`config.mk`:
```
export PLATFORM = sky130hd
export DESIGN_NAME = reaction_timer_core
export DESIGN_NICKNAME = d
export VERILOG_FILES = /design/src/rtl/reaction_timer_core.sv
export SDC_FILE = /design/constraint.sdc
export NUM_CORES = 1
export LEC_CHECK = 0
export ABC_CLOCK_PERIOD_IN_PS = 15000
export CORE_MARGIN = 2
export CORE_UTILIZATION = 36
export DETAILED_ROUTE_END_ITERATION = 8
export MAX_ROUTING_LAYER = met4
export PLACE_DENSITY_LB_ADDON = 0.12
export SYNTH_ARGS = -nofsm -noshare
export SYNTH_HDL_FRONTEND = slang
export SYNTH_SLANG_ARGS = --single-unit
```
`constraint.sdc`:
```
create_clock -name clk -period 15 [get_ports clk]
set_input_delay 2.25 -clock clk [delete_from_list [all_inputs] [get_ports clk]]
set_output_delay 2.25 -clock clk [all_outputs]
set_load 0.01 [all_outputs]
```
`src/rtl/reaction_timer_core.sv`:
```
// Reaction-test datapath: tick divider, PRNG-scaled stimulus delay, reaction count-up,
// false-start detection, best-score tracking and averaging over TRIALS counted trials.
module reaction_timer_core #(
  parameter int CLK_HZ    = 50000000,
  parameter int TICK_HZ   = 1000,
  parameter int PRNG_W    = 8,
  parameter int MIN_DELAY = 3000,
  parameter int MAX_DELAY = 6000,
  parameter int SCORE_W   = 14,
  parameter int TRIALS    = 4
) (
  input  logic                      clk,
  input  logic                      iResetn,
  input  logic [PRNG_W-1:0]         iPRNG,
  input  logic                      iStart,
  input  logic                      iResponse,
  output logic                      oScreen,
  output logic                      oBusy,
  output logic                      oFalseStart,
  output logic                      oScoreValid,
  output logic [SCORE_W-1:0]        oCurrentScore,
  output logic [SCORE_W-1:0]        oHighScore,
  output logic                      oAvgValid,
  output logic [SCORE_W-1:0]        oAverageScore,
  output logic [$clog2(TRIALS):0]   oTrialIdx
);

  localparam int DIV    = CLK_HZ / TICK_HZ;
  localparam int DIV_W  = $clog2(DIV);
  localparam int LOG_T  = $clog2(TRIALS);
  localparam int IDX_W  = LOG_T + 1;
  localparam int SUM_W  = SCORE_W + LOG_T;
  localparam int DLY_W  = $clog2(MAX_DELAY + 1);
  localparam int SPAN   = MAX_DELAY - MIN_DELAY;
  localparam int PROD_W = PRNG_W + $clog2(SPAN + 1);

  localparam logic [SCORE_W-1:0] SCORE_MAX = {SCORE_W{1'b1}};
  localparam logic [PROD_W-1:0]  SPAN_P    = PROD_W'(SPAN);
  localparam logic [PROD_W-1:0]  DEN_P     = PROD_W'((2 ** PRNG_W) - 1);

  localparam logic [2:0] S_IDLE  = 3'd0;
  localparam logic [2:0] S_LOAD  = 3'd1;
  localparam logic [2:0] S_WAIT  = 3'd2;
  localparam logic [2:0] S_REACT = 3'd3;
  localparam logic [2:0] S_DONE  = 3'd4;
  localparam logic [2:0] S_FALSE = 3'd5;

  logic [2:0]         state_q, state_d;
  logic [DIV_W-1:0]   div_q, div_d;
  logic [PRNG_W-1:0]  prng_q, prng_d;
  logic [DLY_W-1:0]   dly_q, dly_d;
  logic [SCORE_W-1:0] react_q, react_d;
  logic               resp_d1_q;
  logic               false_q, false_d;
  logic [SCORE_W-1:0] cur_q, cur_d;
  logic [SCORE_W-1:0] high_q, high_d;
  logic [SCORE_W-1:0] avg_q, avg_d;
  logic [SUM_W-1:0]   sum_q, sum_d;
  logic [IDX_W-1:0]   idx_q, idx_d;
  logic               score_vld_q, score_vld_d;
  logic               avg_vld_q, avg_vld_d;

  logic               tick;
  logic               resp_rise;
  logic               finish;
  logic               timeout;
  logic [SCORE_W-1:0] cap;
  logic [SUM_W-1:0]   sum_next;
  logic [PROD_W-1:0]  prod;
  logic [PROD_W-1:0]  quot;
  logic [DLY_W-1:0]   delay_calc;

  assign tick      = (div_q == DIV_W'(DIV - 1));
  assign resp_rise = iResponse & ~resp_d1_q;

  // Product kept at full width so the scale is exact before the divide.
  assign prod       = PROD_W'(prng_q) * SPAN_P;
  assign quot       = prod / DEN_P;
  assign delay_calc = DLY_W'(MIN_DELAY) + DLY_W'(quot);

  always_comb begin
    state_d     = state_q;
    div_d       = tick ? '0 : div_q + 1'b1;
    prng_d      = prng_q;
    dly_d       = dly_q;
    react_d     = react_q;
    false_d     = false_q;
    cur_d       = cur_q;
    high_d      = high_q;
    avg_d       = avg_q;
    sum_d       = sum_q;
    idx_d       = idx_q;
    score_vld_d = 1'b0;
    avg_vld_d   = 1'b0;
    finish      = 1'b0;
    timeout     = 1'b0;
    cap         = '0;
    sum_next    = '0;
    case (state_q)
      S_IDLE, S_FALSE: begin
        if (iStart) begin
          state_d = S_LOAD;
          false_d = 1'b0;
          prng_d  = iPRNG;
        end
      end
      S_LOAD: begin
        state_d = S_WAIT;
        dly_d   = delay_calc;
        div_d   = '0;
      end
      S_WAIT: begin
        // A press on the final tick still counts as a false start.
        if (resp_rise) begin
          state_d = S_FALSE;
          false_d = 1'b1;
        end else if (tick) begin
          if (dly_q <= DLY_W'(1)) begin
            state_d = S_REACT;
            div_d   = '0;
            react_d = '0;
          end else begin
            dly_d = dly_q - 1'b1;
          end
        end
      end
      S_REACT: begin
        if (resp_rise) begin
          finish = 1'b1;
          cap    = react_q;
        end else if (tick) begin
          if (react_q == SCORE_MAX - 1'b1) begin
            finish  = 1'b1;
            timeout = 1'b1;
            cap     = SCORE_MAX;
          end else begin
            react_d = react_q + 1'b1;
          end
        end
      end
      S_DONE:  state_d = S_IDLE;
      default: state_d = S_IDLE;
    endcase

    // Scores publish on entry to DONE so the pulses coincide with the DONE cycle.
    if (finish) begin
      state_d     = S_DONE;
      cur_d       = cap;
      score_vld_d = 1'b1;
      if (!timeout && (cap < high_q)) high_d = cap;
      sum_next = sum_q + SUM_W'(cap);
      if (idx_q == IDX_W'(TRIALS - 1)) begin
        avg_d     = SCORE_W'(sum_next >> LOG_T);
        avg_vld_d = 1'b1;
        sum_d     = '0;
        idx_d     = '0;
      end else begin
        sum_d = sum_next;
        idx_d = idx_q + 1'b1;
      end
    end
  end

  always_ff @(posedge clk or negedge iResetn) begin
    if (!iResetn) begin
      state_q     <= S_IDLE;
      div_q       <= '0;
      prng_q      <= '0;
      dly_q       <= '0;
      react_q     <= '0;
      resp_d1_q   <= 1'b0;
      false_q     <= 1'b0;
      cur_q       <= '0;
      high_q      <= SCORE_MAX;
      avg_q       <= '0;
      sum_q       <= '0;
      idx_q       <= '0;
      score_vld_q <= 1'b0;
      avg_vld_q   <= 1'b0;
    end else begin
      state_q     <= state_d;
      div_q       <= div_d;
      prng_q      <= prng_d;
      dly_q       <= dly_d;
      react_q     <= react_d;
      resp_d1_q   <= iResponse;
      false_q     <= false_d;
      cur_q       <= cur_d;
      high_q      <= high_d;
      avg_q       <= avg_d;
      sum_q       <= sum_d;
      idx_q       <= idx_d;
      score_vld_q <= score_vld_d;
      avg_vld_q   <= avg_vld_d;
    end
  end

  assign oScreen       = (state_q == S_REACT);
  assign oBusy         = (state_q == S_LOAD) || (state_q == S_WAIT) || (state_q == S_REACT);
  assign oFalseStart   = false_q;
  assign oScoreValid   = score_vld_q;
  assign oCurrentScore = cur_q;
  assign oHighScore    = high_q;
  assign oAvgValid     = avg_vld_q;
  assign oAverageScore = avg_q;
  assign oTrialIdx     = idx_q;

endmodule

```
==> impl_metrics.ini, run 1 <==
[run_status]
outcome = completed

[routing]
routed_via_density = 5.58
route.vias.total = 9572
drt_iter0_drc = 586
wl_um = 28800
drtAntennaViolNets = 0
wl_per_cell_um = 16.8
remaining_drc_errors = 0
drt_first_pass_iters = 5

[setup_path]
crit_slowest_cell = nor4_1
crit_family = simple AND/OR/NAND/NOR gates
startpoint_type = register
critPathLaunch = prng_q[5]$_DFFE_PN0P_
crit_top_cell = a21oi_1
reg2reg_to = dly_q[0]$_DFFE_PN0P_
slowest_delay_ns = 0.89
cp_data_arrival_time_ns = 13.06
cp-end-kind = register
r2r_slack_ns = 2.28
crit_cells = 40
path_class = register to register
worstSetupEndpoint = dly_q[0]$_DFFE_PN0P_
reg2reg_depth = 40
reg2reg_from = prng_q[5]$_DFFE_PN0P_
cp.buffers_inverters = 4
path_max_fanout = 9
required_ns = 15.34

[timing]
finalSetupViolations = 0
finalMaxSlewViolations = 0
finalHoldViolCount = 0
tns_ns = 0
fin_crit_ns = 12.72
rsz0062_at_grt = false
max_freq_mhz = 78.6
period_share = 0.848
tightest_slew_ns = 1.12
slew_headroom = 0.256
clock_skew_ns = 0.00909

[grt]
grt_max_degree = 67
grt_use_total = 0.192
grt_pass1_wl_um = 48100
antenna_found_initial = 0
grt-ovfl-total = 0
grt_pass1_vias = 9266

[synth]
yosysSeqAreaShare = 0.271
synth-main-ff-cell = dfrtp_1
syn_area_per_cell_um2 = 8.77
yosys.cell_types.count = 106
postSynth.asyncResetShare = 1.00
netlist_instances = 1262
synth_nets = 1377
netlist_area_um2 = 11100
ys_ff_latch = 119
yosysWarnings = 0
synth_edf_count = 0

[clock_network]
cts.sink_count = 119
htree_levels = 4
cts_buffers = 17
clock_tree.root_cell = clkbuf_16
worstSkewPairLatency_ns = 0.43
ctsHoldBuffers = 0
cts_resized = 0
cts_tree = built
cts_setup_buffers = 0
clock_path_buffers = 2
path_clk_slew_ns = 0.06

[cells_and_area]
antenna_cells = 0
fillers = 3100
syn_to_final_growth_pct = 13.7
nets = 1422
drive_gt1_frac = 0.114

[placement]
hpwl_um = 22200
port-buffer-count = 61
place_congestion = 0.883

[die]
initial_core_util = 0.364
core-area_um2 = 30400
die_area_um2 = 32100
die_y_um = 179
rows = 64
pin_count = 62
die_w_um = 179

[flow_run]
maxCapViolCount = 0

[hold_path]
hold_path.class = register to register
## final cells by class
class | count | area [µm²] | share of cell area
clock inverter | 15 | 133 | 0.0105
clock buffer | 17 | 425 | 0.0338
sequential | 119 | 3000 | 0.238
inverter | 93 | 349 | 0.0278
tap | 396 | 495 | 0.0394
timing repair buffer | 66 | 646 | 0.0513
multi-input combinational | 1010 | 7540 | 0.599
## per-stage QoR
step / cells / hold slack [ns] / instance area [µm²] / setup slack (ns) / util
6_report: 1716 / 0.452 / 12600 / 2.28 / 0.413
5_1_grt: 1716 / 0.476 / 12600 / 1.32 / 0.413
4_1_cts: 1716 / 0.453 / 12600 / 2.36 / 0.413
3_5_place_dp: 1684 / 0.446 / 12000 / 2.38 / 0.395
3_3_place_gp: 1684 / 0.445 / 12000 / 2.62 / 0.395
2_1_floorplan: 1262 / 0.425 / 11100 / 3.67 / -
## cell families (layout without fill, tap and decap cells)
group	after synthesis	count (layout)	synth area share
AND/OR/NAND/NOR	417	417	0.192
AO/OA/AOI/OAI	363	363	0.241
buffers and inverters	133	191	0.0491
flip-flops	119	119	0.271
adder cells (fa/ha/maj)	105	105	0.135
XOR/XNOR	82	82	0.0675
multiplexers	43	43	0.0442
## worst reg2reg max path: cells and delay by family, from the launching register on
kind / cells / cell delay, ns
and+or+nand+nor: 11 / 3.94
AOI/OAI and AO/OA: 14 / 3.63
adders and majority gates: 8 / 3.45
xor gates and xnor gates: 3 / 0.94
DFF: 1 / 0.45
buffers and inverters: 4 / 0.24
## cell usage after synthesis, types with 5 or more instances
master     instances  area share
and2_1            13      0.0074
o31ai_1            9      0.0061
ha_1              78       0.088
a221o_1            7      0.0063
a211oi_2           7      0.0079
nor2b_1           11      0.0062
fa_1              25       0.045
a211oi_1          12      0.0081
mux2i_1            5      0.0045
nand2b_1          14      0.0079
a31oi_1           11      0.0062
xor2_1            29       0.023
o21a_1             7      0.0048
o32ai_1            6      0.0048
or2_2             11      0.0062
mux2_2            37       0.038
inv_1             92       0.031
dfrtp_1          105        0.24
o21ai_0           59       0.027
nor4_1            15      0.0085
dfstp_2           14       0.033
a21oi_2            5      0.0040
buf_6              5      0.0051
nand3_1           42       0.019
o22ai_1            7      0.0040
a21o_1            29       0.020
a22oi_1            8      0.0054
o2111ai_1          7      0.0055
or3_1             19       0.011
nor3_1            30       0.014
nand2_1           79       0.027
o21ai_1            5      0.0023
o211ai_1          14      0.0095
a22o_1            15       0.012
a21oi_1           78       0.035
nor2_1           115       0.039
and3_1            20       0.011
o21bai_1          10      0.0068
clkbuf_1          32       0.011
xnor2_1           50       0.040
nand4_1           15      0.0085
## sequential cells by signal, indices dropped and copies added, names as in the netlist, 8 cells and up
signal	cells
dly_q	13
react_q	14
oHighScore	14
sum_q	16
oAverageScore	14
oCurrentScore	14
div_q	16
prng_q	8
## layer usage
layer	share of wire	global-route usage
met1	0.47	0.253
met4	0.013	0.0467
met5	0	-
met3	0.033	0.0223
met2	0.48	0.313
## placed cells by master (no fill, tap or decap), drive strengths merged, types with 43 or more instances in the layout
master         instances
o21ai                 67
dfrtp                105
xnor2                 51
ha                    78
clkdlybuf4s50         60
nand3                 43
nand2                 79
inv                   94
nor2                 116
a21oi                 84
## how the worst min path moves through the flow
stage	from	to	depth (start not counted)
floorplan	div_q[0]$_DFF_PN0_	div_q[0]$_DFF_PN0_	1
global placement	div_q[0]$_DFF_PN0_	div_q[0]$_DFF_PN0_	1
detailed placement	div_q[0]$_DFF_PN0_	div_q[0]$_DFF_PN0_	1
CTS	div_q[0]$_DFF_PN0_	div_q[0]$_DFF_PN0_	1
global route	div_q[0]$_DFF_PN0_	div_q[0]$_DFF_PN0_	1
finish	div_q[0]$_DFF_PN0_	div_q[0]$_DFF_PN0_	1
Power of run 1 is left out: the tool's default activity adds up to more than one toggle a clock period on the data nets, which glitch-free logic cannot reach.
==> run 2, diff against run 1 <==
--- a/config.mk
+++ b/config.mk
@@ -5,7 +5,7 @@
 export SDC_FILE = /design/constraint.sdc
 export NUM_CORES = 1
 export LEC_CHECK = 0
-export ABC_CLOCK_PERIOD_IN_PS = 15000
+export ABC_CLOCK_PERIOD_IN_PS = 11800
 export CORE_MARGIN = 2
 export CORE_UTILIZATION = 36
 export DETAILED_ROUTE_END_ITERATION = 8
==> constraint.sdc (replaced) <==
create_clock -name clk -period 11.8 [get_ports clk]
set_input_delay 1.77 -clock clk [delete_from_list [all_inputs] [get_ports clk]]
set_output_delay 1.77 -clock clk [all_outputs]
set_load 0.01 [all_outputs]
==> run 2 against run 1 <==
  * Die area unchanged
  * Worst hold slack improved by 0.0065 ns
  * Fmax rose by 13%
  * First-iteration DRC count down 9.6%
  * Clock skew up 0.0044 ns
  * Worst setup slack got worse by 1.8 ns
  * Core utilization increased by 2.1 points
  * Register-to-register slack worse by 1.8 ns
  * Non-clock buffer count rose by 50
  * Wire length grew 2.4%
  * Critical path depth is the same
  * Cell area rose by 5.1%
==> impl_metrics.ini, run 2 (synthesized netlist as in run 1, its figures left out) <==
[placement]
hpwl_um = 22700
post_dp_cell_area_um2 = 12300
preCtsSetupSlack_ns = 0.146
port-buffer-count = 61
place_congestion = 0.853

[cells_and_area]
multiInputGateArea_um2 = 7770
biggestRegsByFlops = div_q: 16 flops, sum_q: 16 flops
drive_gt1_frac = 0.174
final-seq-area_um2 = 3000
stdcell_area_um2 = 13200
most-common-layout-cells = nor2_1, dfrtp_1, inv_1, nand2_1, ha_1
antenna_cells = 0
syn_to_final_growth_pct = 19.5
final_common_cell = nor2_1
nets = 1472
fillers = 3032

[hold_path]
whs_endpoint = div_q[0]$_DFF_PN0_
hold_path.class = register to register
hp-start = div_q[0]$_DFF_PN0_
hold_depth = 1

[routing]
drt_first_pass_iters = 5
routed_via_density = 5.48
wl_per_cell_um = 16.7
remaining_drc_errors = 0
drtAntennaViolNets = 0
wl_um = 29500
route.vias.total = 9684
drt_iter0_drc = 530

[timing]
finalMaxSlewViolations = 0
tns_ns = 0
fin_crit_ns = 11.28
clock_skew_ns = 0.0135
tightest_slew_ns = 1.06
timing.hold.ws_ns = 0.458
period_share = 0.956
max_freq_mhz = 88.7
slew_headroom = 0.294
finalSetupViolations = 0
finalHoldViolCount = 0
worst_slack_ns = 0.521

[clock_network]
clock_tree.root_cell = clkbuf_16
worstSkewPairLatency_ns = 0.42
cts_buffers = 17
cts.sink_count = 119
ctsHoldBuffers = 0
htree_levels = 4
cts_tree = built
path_clk_slew_ns = 0.06
clock_path_buffers = 2

[setup_path]
cp_data_arrival_time_ns = 11.62
startpoint_type = register
reg2reg_from = prng_q[5]$_DFFE_PN0P_
crit_slowest_cell = or4b_4
path_class = register to register
path_max_fanout = 8
cp-end-kind = register
cp.buffers_inverters = 4
slowest_delay_ns = 0.56
required_ns = 12.14
reg2reg_depth = 40
r2r_slack_ns = 0.52
reg2reg_to = dly_q[0]$_DFFE_PN0P_
crit_family = compound AO/OA/AOI/OAI gates

[grt]
grt_pass1_vias = 9660
antenna_found_initial = 0
grt_use_total = 0.197
grt-ovfl-total = 0
grt_max_degree = 63
grt_pass1_wl_um = 49800

[flow_run]
maxCapViolCount = 0

[run_status]
outcome = completed

[die]
core-area_um2 = 30400
rows = 64
pin_count = 62
die_y_um = 179
initial_core_util = 0.364
die_area_um2 = 32100
die_w_um = 179
run 2: cell types whose count changed in the layout (fill, tap and decap cells not counted), sizes merged:
cell	before	now
clkbuf	17	18
clkinv	9	7
buf	6	56
bufinv	1	2
run 2: worst max path at each step:
stage                           from              endpoint  slack (ns)  cells after the start
3_5_place_dp   prng_q[5]$_DFFE_PN0P_  dly_q[0]$_DFFE_PN0P_        0.15                     40
5_1_grt        prng_q[2]$_DFFE_PN0P_  dly_q[0]$_DFFE_PN0P_       -0.03                     38
6_report       prng_q[5]$_DFFE_PN0P_  dly_q[0]$_DFFE_PN0P_        0.52                     40
3_3_place_gp   prng_q[5]$_DFFE_PN0P_  dly_q[0]$_DFFE_PN0P_        0.22                     40
2_1_floorplan  prng_q[5]$_DFFE_PN0P_  dly_q[0]$_DFFE_PN0P_        0.47                     43
4_1_cts        prng_q[5]$_DFFE_PN0P_  dly_q[0]$_DFFE_PN0P_        0.07                     40
run 2: layout make-up:
| class | count | area share |
|---|---|---|
| Sequential cell | 119 | 0.227 |
| Tap cell | 396 | 0.0375 |
| Inverter | 93 | 0.0264 |
| Clock buffer | 18 | 0.0332 |
| Multi-Input combinational cell | 1010 | 0.587 |
| Timing Repair Buffer | 116 | 0.0772 |
| Clock inverter | 14 | 0.0115 |
run 2: routing by layer:
layer / GRT usage / share of wire / up-vias
met5: - / 0 / -
met4: 0.0457 / 0.013 / 0
met3: 0.0218 / 0.023 / 27
met2: 0.323 / 0.49 / 156
met1: 0.261 / 0.48 / 4673
li1: - / - / 4828
run 2: repair_timing:
item                       4_1_cts  5_1_grt
setup endpoints to repair        0        7
buffers inserted                 0        7
gates resized for setup          0       51
run 2: per-stage QoR:
step,std cells,util
finish,1766,0.434
global route,1766,0.434
CTS,1759,0.425
detailed placement,1727,0.406
global placement,1727,0.406
floorplan,1262,-
Power of run 2 is left out for the same reason.
